`src/rtl/legv8_fetch_unit_if.sv`:
```
// Instruction-memory fetch channel: fetch unit drives request/address, memory returns data/valid.
interface legv8_fetch_unit_if #(
  parameter int PC_WIDTH = 64
);
  logic                imem_req;
  logic [PC_WIDTH-1:0] imem_addr;
  logic [31:0]         imem_rdata;
  logic                imem_valid;

  modport master (
    output imem_req, imem_addr,
    input  imem_rdata, imem_valid
  );

  modport slave (
    input  imem_req, imem_addr,
    output imem_rdata, imem_valid
  );
endinterface

```
`src/rtl/legv8_fetch_unit.sv`:
```
// LEGv8 PC and instruction fetch: FETCH waits on imem_valid, EXEC applies ps/k/reg_a.
// Latency: 2 cycles per instruction at zero memory latency; memory stalls FETCH, ps=00 extends EXEC.
module legv8_fetch_unit #(
  parameter int                  PC_WIDTH = 64,
  parameter logic [PC_WIDTH-1:0] RESET_PC = '0
) (
  input  logic                clock,
  input  logic                reset,
  input  logic [1:0]          ps,
  input  logic [PC_WIDTH-1:0] k,
  input  logic [PC_WIDTH-1:0] reg_a,
  output logic [31:0]         I,
  output logic [PC_WIDTH-1:0] pc,
  output logic [PC_WIDTH-1:0] pc_plus4,
  output logic                exec_valid,
  legv8_fetch_unit_if.master  imem,
  output logic                fault
);

  typedef enum logic [1:0] {
    S_FETCH = 2'd0,
    S_EXEC  = 2'd1,
    S_FAULT = 2'd2
  } state_t;

  state_t              r_state;
  state_t              w_state_nxt;
  logic [PC_WIDTH-1:0] r_pc;
  logic [31:0]         r_ir;
  logic                r_fault;
  logic [PC_WIDTH-1:0] w_pc_sel;
  logic                w_pc_load;

  // Branch base is the branch's own address, not pc+4.
  always_comb begin
    w_pc_sel = r_pc;
    case (ps)
      2'b01:   w_pc_sel = r_pc + PC_WIDTH'(4);
      2'b10:   w_pc_sel = reg_a;
      2'b11:   w_pc_sel = r_pc + (k << 2);
      default: w_pc_sel = r_pc;
    endcase
  end

  assign w_pc_load = (r_state == S_EXEC) && (ps != 2'b00);

  always_ff @(posedge clock) begin
    if (reset) begin
      r_state <= S_FETCH;
    end else begin
      r_state <= w_state_nxt;
    end
  end

  always_comb begin
    w_state_nxt = r_state;
    case (r_state)
      S_FETCH: if (imem.imem_valid) w_state_nxt = S_EXEC;
      S_EXEC: begin
        if (ps != 2'b00) begin
          w_state_nxt = (w_pc_sel[1:0] != 2'b00) ? S_FAULT : S_FETCH;
        end
      end
      S_FAULT: w_state_nxt = S_FAULT;
      default: w_state_nxt = S_FETCH;
    endcase
  end

  always_comb begin
    imem.imem_req  = 1'b0;
    exec_valid     = 1'b0;
    if (!reset) begin
      imem.imem_req = (r_state == S_FETCH);
      exec_valid    = (r_state == S_EXEC);
    end
  end

  // A misaligned target still loads into pc so it is visible when debugging the fault.
  always_ff @(posedge clock) begin
    if (reset) begin
      r_pc    <= RESET_PC;
      r_ir    <= 32'h0;
      r_fault <= 1'b0;
    end else begin
      if ((r_state == S_FETCH) && imem.imem_valid) r_ir <= imem.imem_rdata;
      if (w_pc_load) r_pc <= w_pc_sel;
      if (w_state_nxt == S_FAULT) r_fault <= 1'b1;
    end
  end

  assign imem.imem_addr = r_pc;
  assign pc             = r_pc;
  assign pc_plus4       = r_pc + PC_WIDTH'(4);
  assign I              = r_ir;
  assign fault          = r_fault;

endmodule

```
`src/flat_wrapper.sv`:
```
// flat-port wrapper written by rule: the top's interface ports become plain ports
module legv8_fetch_unit_flat 
#(
  parameter int                  PC_WIDTH = 64,
  parameter logic [PC_WIDTH-1:0] RESET_PC = '0
)
  (clock, reset, ps, k, reg_a, I, pc, pc_plus4, exec_valid, fault, imem_imem_req, imem_imem_addr, imem_imem_rdata, imem_imem_valid);
  legv8_fetch_unit_if #(.PC_WIDTH(PC_WIDTH)) imem_i ();
  input  logic clock;
  input  logic reset;
  input  logic [1:0] ps;
  input  logic [PC_WIDTH-1:0] k;
  input  logic [PC_WIDTH-1:0] reg_a;
  output logic [31:0] I;
  output logic [PC_WIDTH-1:0] pc;
  output logic [PC_WIDTH-1:0] pc_plus4;
  output logic exec_valid;
  output logic fault;
  output wire logic [$bits(imem_i.imem_req)-1:0] imem_imem_req;
  output wire logic [$bits(imem_i.imem_addr)-1:0] imem_imem_addr;
  input wire logic [$bits(imem_i.imem_rdata)-1:0] imem_imem_rdata;
  input wire logic [$bits(imem_i.imem_valid)-1:0] imem_imem_valid;
  assign imem_imem_req = imem_i.imem_req;
  assign imem_imem_addr = imem_i.imem_addr;
  assign imem_i.imem_rdata = imem_imem_rdata;
  assign imem_i.imem_valid = imem_imem_valid;
  legv8_fetch_unit #(.PC_WIDTH(PC_WIDTH), .RESET_PC(RESET_PC)) u_core (.clock(clock), .reset(reset), .ps(ps), .k(k), .reg_a(reg_a), .I(I), .pc(pc), .pc_plus4(pc_plus4), .exec_valid(exec_valid), .imem(imem_i), .fault(fault));
endmodule
```
`config.mk`:
```
export PLATFORM = sky130hd
export DESIGN_NAME = legv8_fetch_unit_flat
export DESIGN_NICKNAME = d
export VERILOG_FILES = /design/src/rtl/legv8_fetch_unit_if.sv /design/src/rtl/legv8_fetch_unit.sv /design/src/flat_wrapper.sv
export SDC_FILE = /design/constraint.sdc
export NUM_CORES = 1
export LEC_CHECK = 0
export CAP_MARGIN = 30
export CORE_MARGIN = 2
export CORE_UTILIZATION = 46
export CTS_BUF_LIST = sky130_fd_sc_hd__clkbuf_8
export DETAILED_ROUTE_END_ITERATION = 7
export GPL_ROUTABILITY_DRIVEN = 0
export PLACE_DENSITY = 0.84
export RECOVER_POWER = 50
export SYNTH_ARGS = -nofsm -noshare
export SYNTH_HDL_FRONTEND = slang
export SYNTH_SLANG_ARGS = --single-unit
```
`constraint.sdc`:
```
create_clock -name clock -period 4.56 [get_ports clock]
set_clock_uncertainty 0.05 [all_clocks]
set_input_delay 0.912 -clock clock [delete_from_list [all_inputs] [get_ports clock]]
set_output_delay 0.912 -clock clock [all_outputs]
set_load 0.01 [all_outputs]
```
==> impl_metrics.toml <==
[global_route]
antenna_found_initial = 1
track_usage_pct = 32.8
grt_pass1_wl_mm = 62.4
grt_overflow_total = 0
grt_max_degree = 63
grt_pass1_vias = 11640

[cts]
holdBufCountCts = 0
path_clk_slew_ps = 130
htree_levels = 3
cts_buffers = 9
insertion_delay_ps = 400
tritoncts = "built"
root_buffer = "clkbuf_8"
clockBufferDepth = 2
cts.sinks = 99

[synthesis]
synthFlopType = "dfxtp_1"
synth_nets = 1648
ys_async_sr_fraction_pct = 0
synth_common_cells = "nand2_1 (182), a21oi_1 (144), nor2_1 (139)"
synthCells = 1420
synth_seq_cells = 99
seq_area_frac_synth_pct = 19.7
synth.avg_cell_area_sq_um = 7.09
synth.distinct_cells = 82
yosysWarnings = 0
synthTopCellsByArea = "dfxtp_1 (20%), ha_1 (7.7%), a21oi_1 (7.2%)"
yosys.area.top_type = "dfxtp_1"
synth-edff-count = 0
synth_top_area_share_pct = 19.7
synth_area_sq_mm = 0.0101
yosysMostFrequentCell = "nand2_1"

[power]
p_leak_nw = 5.78
power_density_mw_per_mm2 = 221
power_mw = 3.11
ir_drop_v = 0.000151

[worst_setup_path]
cp.buffers_inverters = 1
cp_top_family = "simple AND/OR/NAND/NOR gates"
worst-path-stages = 8
endpoint_kind = "primary output"
required_ps = 3600
startpoint_type = "flip-flop"
r2r_slack_ps = 870
path_max_fanout = 6
r2r_cells = 13
worst_ep_arrival_time_ps = 3550
path_class = "flip-flop to primary output"
max_stage_delay_ps = 630
slowest_stage = "clkdlybuf4s50_1"
path_cells = "and4_1 -> nand3_1 -> nor2_1 -> and3_1 -> and2_1 -> nand4_1 -> xnor2_1 -> clkdlybuf4s50_1"

[timing]
whs_ps = 409
finalHoldViolCount = 0
rsz0062_at_grt = "no"
drv_slew = 0
tns_ps = 0
worst_pin_slew_ps = 1350
setup_viol = 0
fin_crit_ps = 4520
relSlewSlack_pct = 10.0
setup_ws_ps = 43.1
max_freq_ghz = 0.221
period_share_pct = 99.1

[floorplan]
core_area_sq_mm = 0.0216
die_x_um = 152
start_util_pct = 46.5
rows = 54
dieArea_sq_mm = 0.0231
ioPinCount = 392
dieHeight_um = 152

[finish]
multiInputGateArea_sq_mm = 0.00717
nets = 1939
diodes = 0
layout-drive-gt1-share_pct = 5.48
final-seq-area_sq_mm = 0.00199
area_growth_pct = 39.6
fin_area_sq_mm = 0.0140
final_cells = 1996
finish.utilization_pct = 65.0
fillers = 1883

[route]
routed_wl_mm = 40.4
drc_errors = 0
ant_nets = 0
drt_iter0_drc = 1233
dr.pass1.iters = 6
num_vias = 12287
vias_per_cell = 6.16
wl_per_cell_um = 20.2

[placed_design]
post-place-ws_ps = 19.2
dp.cells = 1979
hpwlAfterDp_mm = 30.8
io_buffer_count = 389
post_dp_cell_area_sq_mm = 0.0138

[worst_hold_path]
hold_depth = 2
min_path_type = "flip-flop to flip-flop"

[run_status]
status = "complete, no violations"

[run]
max_cap_viol_count = 0
==> final timing paths <==
kind / from / endpoint
worst min register to register: u_core.I[5] / u_core.I[5]
worst max-delay path: u_core.imem.imem_addr[7] / pc_plus4[46]
worst max register to register: u_core.imem.imem_addr[2] / u_core.imem.imem_addr[44]
worst min-delay path: u_core.I[5] / u_core.I[5]
==> cell usage in the layout, fill, tap and decap left out, types with 10 or more instances in the layout <==
cell               n
clkdlybuf4s50_1  264
nand2_1          182
a21oi_1          144
nor2_1           139
dlygate4sd3_1    123
dfxtp_1           91
ha_1              62
xnor2_1           58
o21ai_0           58
nand3_1           57
nor3_1            54
nand4_1           39
xor2_1            38
buf_4             37
inv_1             32
a221oi_1          28
a21o_1            22
a221o_1           20
o21bai_1          17
a211oi_1          17
and3_1            15
and2_1            13
or3_1             13
o211ai_1          13
a31oi_1           12
nor4_1            11
and4_1            10
==> flip-flops by register name, indices dropped and copies added, names as in the netlist <==
signal	count
u_core.I	32
u_core.fault	1
u_core.imem.imem_addr	64
u_core.r_state	2
==> what timing repair did <==
| item | 4_1_cts | 5_1_grt |
|---|---|---|
| setup buffers | 1 | 0 |
| setup endpoints to repair | 1 | 8 |
| gates resized for setup | 0 | 9 |
| hold endpoints to repair | 0 | 0 |
| pin swaps | 1 | 0 |
==> where the power goes <==
group          switching, mW  internal [mW]
logic                  0.755          0.672
registers             0.0994          0.931
clock network          0.427          0.226
==> cells by family (layout without fill, tap and decap cells) <==
logic type	count (synthesis)	count (layout)	synth area share (%)
buffers and inverters	181	477	9.32
muxes	10	10	1.03
adders and majority gates	63	63	7.91
xor gates and xnor gates	99	99	8.84
AOI/OAI and AO/OA	394	394	26.0
DFF	99	99	19.7
and+or+nand+nor	574	574	27.2
==> layer usage <==
layer	share of wire [%]	vias up	track usage, %
met1	39	5650	41.7
met5	0.032	-	0
met4	4.2	2	13.5
met2	47	801	55.4
met3	9.7	125	5.33
li1	-	5709	-
==> layout make-up <==
cell class	count	area share, %
multi-input combinational	1140	51.0
timing repair buffer	429	30.0
sequential	99	14.2
tap	280	2.49
clock buffer	9	0.882
inverter	32	0.855
clock inverter	7	0.614
==> worst min-delay path, cell delays in order (launching register included) <==
cell	delay (ps)
dfxtp_1	320
nand2_1	50
a21oi_1	50
No activity file was read; power rests on OpenSTA's default activity.
